### src/rtl/ppm4_symbol_decoder_if.sv
// ppm4_symbol_decoder_if
// Groups the decoder's line-side inputs and its byte-assembler/controller
// outputs into one bundle.
//   clk16          sampling strobe, one clk wide
//   ppm_in         raw serial 4-PPM line (asynchronous to clk)
//   rx_en          receive enable
//   data_3bits_in  [1:0] decoded symbol, [2] symbol error flag
//   finish2bits    symbol-complete strobe, held for one clk16 period
//   frame_active   high while decoding frame data
//   frame_end      one-clk16-period pulse when a frame ends on an empty symbol
//   sym_err        sticky per-frame symbol error indication
// Modports: master = the decoder, slave = the line driver / consumers.
interface ppm4_symbol_decoder_if;
    logic       clk16;
    logic       ppm_in;
    logic       rx_en;
    logic [2:0] data_3bits_in;
    logic       finish2bits;
    logic       frame_active;
    logic       frame_end;
    logic       sym_err;

    modport master (
        input  clk16, ppm_in, rx_en,
        output data_3bits_in, finish2bits, frame_active, frame_end, sym_err
    );

    modport slave (
        output clk16, ppm_in, rx_en,
        input  data_3bits_in, finish2bits, frame_active, frame_end, sym_err
    );
endinterface

### src/rtl/ppm4_symbol_decoder.sv
// ppm4_symbol_decoder
// Front end of the PPM receive path. Oversamples the 4-PPM line on clk16
// ticks, qualifies the frame start pulse, majority-decodes each 4-chip
// symbol into a 2-bit value and hands it to the byte assembler.
// Ports:
//   clk    system clock, all flops on its rising edge
//   rst_n  asynchronous active-low reset
//   bus    ppm4_symbol_decoder_if.master (line inputs, decoded outputs)
module ppm4_symbol_decoder #(
    parameter int CHIP_TICKS  = 4,
    parameter int START_TICKS = 4,
    parameter int ON_THRESH   = 2
) (
    input  logic                         clk,
    input  logic                         rst_n,
    ppm4_symbol_decoder_if.master        bus
);

    localparam int TW = $clog2(CHIP_TICKS);
    localparam int OW = $clog2(CHIP_TICKS + 1);
    localparam int HW = $clog2(START_TICKS + 1);
    localparam logic [TW-1:0] TICK_LAST = TW'(CHIP_TICKS - 1);
    localparam logic [OW-1:0] ON_MIN    = OW'(ON_THRESH);
    localparam logic [HW-1:0] START_MIN = HW'(START_TICKS);

    typedef enum logic [1:0] {IDLE, START, DATA} state_t;

    state_t          state, state_n;
    logic            sync1, sync2;
    logic [HW-1:0]   high_cnt, high_cnt_n;
    logic [TW-1:0]   tick_cnt, tick_cnt_n;
    logic [OW-1:0]   on_cnt, on_cnt_n, on_sum;
    logic [1:0]      chip, chip_n;
    logic [2:0]      chip_on, chip_on_n;
    logic [2:0]      data_q, data_n;
    logic            finish_q, finish_n;
    logic            end_q, end_n;
    logic            err_q, err_n;
    logic            chip_dec;
    logic [3:0]      sym_chips;
    logic [1:0]      low_idx;
    logic            sym_any, sym_multi;

    // Two-flop synchronizer on the raw line; runs every clk, not only on ticks.
    always_ff @(posedge clk or negedge rst_n) begin
        if (!rst_n) begin
            sync1 <= 1'b0;
            sync2 <= 1'b0;
        end else begin
            sync1 <= bus.ppm_in;
            sync2 <= sync1;
        end
    end

    // The current tick's sample is folded into the chip decision so the
    // decision for the last tick of a chip is available on that same tick.
    // Chip 3 never needs storing: it is only used on the evaluating tick.
    assign on_sum    = on_cnt + OW'(sync2);
    assign chip_dec  = (on_sum >= ON_MIN);
    assign sym_chips = {chip_dec, chip_on};
    assign sym_any   = |sym_chips;
    assign sym_multi = ($countones(sym_chips) > 1);

    // Lowest-index "on" chip; scanning downward leaves the lowest one last.
    always_comb begin
        low_idx = 2'd0;
        for (int i = 3; i >= 0; i--) begin
            if (sym_chips[i]) low_idx = 2'(i);
        end
    end

    // State register and all counters/outputs.
    always_ff @(posedge clk or negedge rst_n) begin
        if (!rst_n) begin
            state    <= IDLE;
            high_cnt <= '0;
            tick_cnt <= '0;
            on_cnt   <= '0;
            chip     <= 2'd0;
            chip_on  <= 3'd0;
            data_q   <= 3'd0;
            finish_q <= 1'b0;
            end_q    <= 1'b0;
            err_q    <= 1'b0;
        end else begin
            state    <= state_n;
            high_cnt <= high_cnt_n;
            tick_cnt <= tick_cnt_n;
            on_cnt   <= on_cnt_n;
            chip     <= chip_n;
            chip_on  <= chip_on_n;
            data_q   <= data_n;
            finish_q <= finish_n;
            end_q    <= end_n;
            err_q    <= err_n;
        end
    end

    // Next-state logic. Nothing moves without a tick; finish2bits and
    // frame_end are cleared on every tick so they last one clk16 period.
    always_comb begin
        state_n    = state;
        high_cnt_n = high_cnt;
        tick_cnt_n = tick_cnt;
        on_cnt_n   = on_cnt;
        chip_n     = chip;
        chip_on_n  = chip_on;
        data_n     = data_q;
        finish_n   = finish_q;
        end_n      = end_q;
        err_n      = err_q;

        if (bus.clk16) begin
            finish_n = 1'b0;
            end_n    = 1'b0;
            if (!bus.rx_en) begin
                // Abort: partial symbol discarded, sym_err left as is.
                state_n    = IDLE;
                high_cnt_n = '0;
                tick_cnt_n = '0;
                on_cnt_n   = '0;
                chip_n     = 2'd0;
                chip_on_n  = 3'd0;
            end else begin
                case (state)
                    IDLE: begin
                        if (sync2) begin
                            state_n    = START;
                            high_cnt_n = HW'(1);
                        end else begin
                            high_cnt_n = '0;
                        end
                    end
                    START: begin
                        if (sync2) begin
                            if (high_cnt < START_MIN) high_cnt_n = HW'(high_cnt + 1'b1);
                        end else begin
                            high_cnt_n = '0;
                            if (high_cnt >= START_MIN) begin
                                state_n    = DATA;
                                tick_cnt_n = '0;
                                on_cnt_n   = '0;
                                chip_n     = 2'd0;
                                chip_on_n  = 3'd0;
                                err_n      = 1'b0;
                            end else begin
                                state_n = IDLE;
                            end
                        end
                    end
                    DATA: begin
                        if (tick_cnt != TICK_LAST) begin
                            tick_cnt_n = tick_cnt + 1'b1;
                            on_cnt_n   = on_sum;
                        end else begin
                            tick_cnt_n = '0;
                            on_cnt_n   = '0;
                            chip_n     = chip + 1'b1;
                            if (chip != 2'd3) begin
                                chip_on_n = chip_on | ({2'b00, chip_dec} << chip);
                            end else begin
                                chip_on_n = 3'd0;
                                if (!sym_any) begin
                                    // Empty symbol terminates the frame.
                                    end_n   = 1'b1;
                                    state_n = IDLE;
                                end else begin
                                    finish_n = 1'b1;
                                    data_n   = {sym_multi, low_idx};
                                    if (sym_multi) err_n = 1'b1;
                                end
                            end
                        end
                    end
                    default: state_n = IDLE;
                endcase
            end
        end
    end

    assign bus.data_3bits_in = data_q;
    assign bus.finish2bits   = finish_q;
    assign bus.frame_active  = (state == DATA);
    assign bus.frame_end     = end_q;
    assign bus.sym_err       = err_q;

endmodule

### src/flat_wrapper.sv
// flat-port wrapper written by rule: the top's interface ports become plain ports
module ppm4_symbol_decoder_flat 
#(
    parameter int CHIP_TICKS  = 4,
    parameter int START_TICKS = 4,
    parameter int ON_THRESH   = 2
)
  (clk, rst_n, bus_clk16, bus_ppm_in, bus_rx_en, bus_data_3bits_in, bus_finish2bits, bus_frame_active, bus_frame_end, bus_sym_err);
  ppm4_symbol_decoder_if bus_i ();
  input  logic clk;
  input  logic rst_n;
  input wire logic [$bits(bus_i.clk16)-1:0] bus_clk16;
  input wire logic [$bits(bus_i.ppm_in)-1:0] bus_ppm_in;
  input wire logic [$bits(bus_i.rx_en)-1:0] bus_rx_en;
  output wire logic [$bits(bus_i.data_3bits_in)-1:0] bus_data_3bits_in;
  output wire logic [$bits(bus_i.finish2bits)-1:0] bus_finish2bits;
  output wire logic [$bits(bus_i.frame_active)-1:0] bus_frame_active;
  output wire logic [$bits(bus_i.frame_end)-1:0] bus_frame_end;
  output wire logic [$bits(bus_i.sym_err)-1:0] bus_sym_err;
  assign bus_i.clk16 = bus_clk16;
  assign bus_i.ppm_in = bus_ppm_in;
  assign bus_i.rx_en = bus_rx_en;
  assign bus_data_3bits_in = bus_i.data_3bits_in;
  assign bus_finish2bits = bus_i.finish2bits;
  assign bus_frame_active = bus_i.frame_active;
  assign bus_frame_end = bus_i.frame_end;
  assign bus_sym_err = bus_i.sym_err;
  ppm4_symbol_decoder #(.CHIP_TICKS(CHIP_TICKS), .START_TICKS(START_TICKS), .ON_THRESH(ON_THRESH)) u_core (.clk(clk), .rst_n(rst_n), .bus(bus_i));
endmodule
### config.mk
export PLATFORM = sky130hd
export DESIGN_NAME = ppm4_symbol_decoder_flat
export DESIGN_NICKNAME = d
export VERILOG_FILES = /design/src/rtl/ppm4_symbol_decoder_if.sv /design/src/rtl/ppm4_symbol_decoder.sv /design/src/flat_wrapper.sv
export SDC_FILE = /design/constraint.sdc
export NUM_CORES = 1
export LEC_CHECK = 0
export ABC_AREA = 1
export CAP_MARGIN = 30
export CORE_ASPECT_RATIO = 1.4
export CORE_MARGIN = 2
export CORE_UTILIZATION = 30
export DETAILED_ROUTE_END_ITERATION = 16
export PLACE_DENSITY = 0.53
export SYNTH_ARGS = -nofsm -noshare
export SYNTH_HDL_FRONTEND = slang
export SYNTH_SLANG_ARGS = --single-unit
### constraint.sdc
create_clock -name clk -period 3.5 [get_ports clk]
set_clock_uncertainty 0.2 [all_clocks]
set_input_delay 0.875 -clock clk [delete_from_list [all_inputs] [get_ports clk]]
set_output_delay 0.875 -clock clk [all_outputs]
set_load 0.1 [all_outputs]
==> results.toml <==
[clock_network]
htree_levels = 1
cts.sinks = 23
cts_buffer_depth = 2
ctsHoldBuffers = 0
clock_latency_ns = 0.27
cts_setup_buffers = 0
clk_pin_slew_ns = 0.08
cts_tree = "done"
numCtsBuffers = 3
cts-root-buf = "clkbuf_8"
cts_resized = 0

[layout]
stdcell_area_mm2 = 0.00159
drive_gt1_share_pct = 15.2
multi_input_area_um2 = 696
final_common_cell = "nand2_1"
num-fill-cells = 468
nets = 199
seqCellArea_um2 = 576
area_growth_pct = 15.4
layoutNonFillerInstCount = 240
final_cell_mix = "nand2_1 (42), inv_1 (23), dfrtp_1 (23)"
antenna_cells = 0

[die]
core_mm2 = 0.00446
io_pins = 12
rows = 29
die_x_um = 61.2
floorplan.initialDensity_pct = 30.8
dieArea_mm2 = 0.00515
die_h_um = 84.1

[global_routing]
antenna_found_initial = 0
grt_max_degree = 24
grt_pass1_vias = 986
grt_overflow = 0
track_usage_pct = 10.9
grt_pass1_wl_mm = 4.28

[place]
port_buffers = 11
gp_congestion = 0.735
dpl-instance-area_mm2 = 0.00154
hpwl_mm = 1.89
dpl.cell_count = 236

[critical_path]
max_stage_delay_ns = 0.44
cp_cell_sequence = "ha_1, ha_1, inv_1, nand3_2, ha_1, nor2_1, fa_1, or2_2, nand2_1, nor2_1, nand2_1, a21oi_1"
startpoint_type = "register"
reg2reg_depth = 12
crit_arrival_ns = 2.73
cp_max_fo = 6
worstSetupEndpointType = "register"
crit_type = "register to register"
critical_path.slowest_cell = "dfrtp_1"
cpMostUsedCell = "ha_1"
path_depth = 12
worst-path-buf-inv = 1
cp_data_required_time_ns = 3.46
critPathTopFamily = "adder cells"

[synth]
ys_seq_area_share_pct = 41.8
synth_seq_cells = 23
synth_cells = 163
syn_area_mm2 = 0.00138
synth_top_family_by_area = "simple AND/OR/NAND/NOR gates"
yosys.area_share.simple_pct = 30.5
synth_top_cell_by_area = "dfrtp_1"
synth_cell_type_count = 24
synth_top_area_share_pct = 41.8
synth-compound-area-share_pct = 5.91
yosys-top-cells-area = "dfrtp_1 (42%), ha_1 (13%), nand2_1 (11%)"
ys_warn_count = 0
syn_area_per_cell_um2 = 8.44
synthAdderAreaFrac_pct = 14.2
synth-xor-area-share_pct = 0
muxShareOfSynthArea_pct = 0
synth_nets = 183

[sta]
finalCriticalPeriod_ns = 2.77
finalSetupViolations = 0
final.period_utilization_pct = 79.2
rsz0062_at_grt = "no"
finalMaxSlewViolations = 0
setup_tns_ns = 0
tightest_slew_ns = 0.455
slew_headroom_pct = 69.6
fmax_ghz = 0.361
finalHoldViolations = 0
hold_slack_ns = 0.153

[detailed_routing]
drt-pass1-iter-count = 4
ant_nets = 0
drt_iter0_drc = 47
routed_via_density = 4.30
finalWirelength_mm = 2.40
vias = 1031
wl_per_cell_um = 10.0
drc = 0

[power]
p_leak_nw = 0.817
vdd_drop_max_mv = 0.107
power_density_mw_per_mm2 = 351

[status]
outcome = "finished clean"

[worst_hold_path]
worstHoldPathCells = 0
min_path_type = "register to register"

[run]
max_cap_viol_count = 0
-- through the flow --
stage / power (W) / setup WS (ns) / util, %
finish: 0.000557 / 0.729 / 35.6
global route: 0.000590 / 0.555 / 35.6
CTS: 0.000567 / 0.700 / 35.6
detailed placement: 0.000396 / 0.716 / 34.6
global placement: 0.000397 / 0.754 / 34.6
floorplan: 0.000368 / 0.845 / -
-- cell families after synthesis --
kind of cell	Yosys count
AO/OA/AOI/OAI	16
flip-flops	23
buffers and inverters	26
adder cells (fa/ha/maj)	15
AND/OR/NAND/NOR	83
-- final cells by class --
class	instances	area share, %
sequential	23	36.2
inverter	25	5.91
multi-input combinational	114	43.8
timing repair buffer	12	6.30
clock buffer	4	2.84
tap	62	4.89
-- Yosys cell counts, drive strengths merged --
| cell type | n |
|---|---|
| nor3 | 5 |
| nand3 | 14 |
| o21ai | 8 |
| dfrtp | 23 |
| or2 | 1 |
| inv | 25 |
| nand2 | 45 |
| a21oi | 7 |
| buf | 1 |
| and2 | 1 |
| fa | 1 |
| ha | 14 |
| nand3b | 2 |
| o22ai | 1 |
| nor2 | 15 |
-- per-layer routing --
metal / global-route usage [%] / up-vias / wire (um)
li1: - / 542 / -
met1: 13.1 / 475 / 1060
met2: 17.6 / 9 / 1240
met3: 1.54 / 5 / 32
met4: 6.72 / 0 / 68
met5: 0 / - / 0
-- path summary, 6_finish.rpt --
path / start / endpoint / slack, ns
worst min-delay path: u_core.sync1$_DFF_PN0_ / u_core.sync2$_DFF_PN0_ / 0.15
worst max-delay path: u_core.sync2$_DFF_PN0_ / u_core.bus.sym_err$_DFFE_PN0P_ / 0.73
worst min register to register: u_core.sync1$_DFF_PN0_ / u_core.sync2$_DFF_PN0_ / 0.15
max in group asynchronous: rst_n / u_core.bus.sym_err$_DFFE_PN0P_ / 2.11
worst max register to register: u_core.sync2$_DFF_PN0_ / u_core.bus.sym_err$_DFFE_PN0P_ / 0.73
min in group asynchronous: rst_n / u_core.bus.data_3bits_in[1]$_DFFE_PN0P_ / 0.74
-- state kept, by name (all words and copies together) (netlist names) --
register	cells
u_core.on_cnt	3
u_core.chip_on	3
u_core.bus.sym_err	1
u_core.state	2
u_core.tick_cnt	2
u_core.chip	2
u_core.sync1	1
u_core.bus.frame_end	1
u_core.bus.data_3bits_in	3
u_core.high_cnt	3
u_core.bus.finish2bits	1
u_core.sync2	1
-- power breakdown --
group,switching [W],total (W),internal [W]
logic,0.0000761,0.000108,0.0000320
clock network,0.0000866,0.000168,0.0000815
registers,0.00000617,0.000281,0.000275
Power figures use the tool's default switching activity.
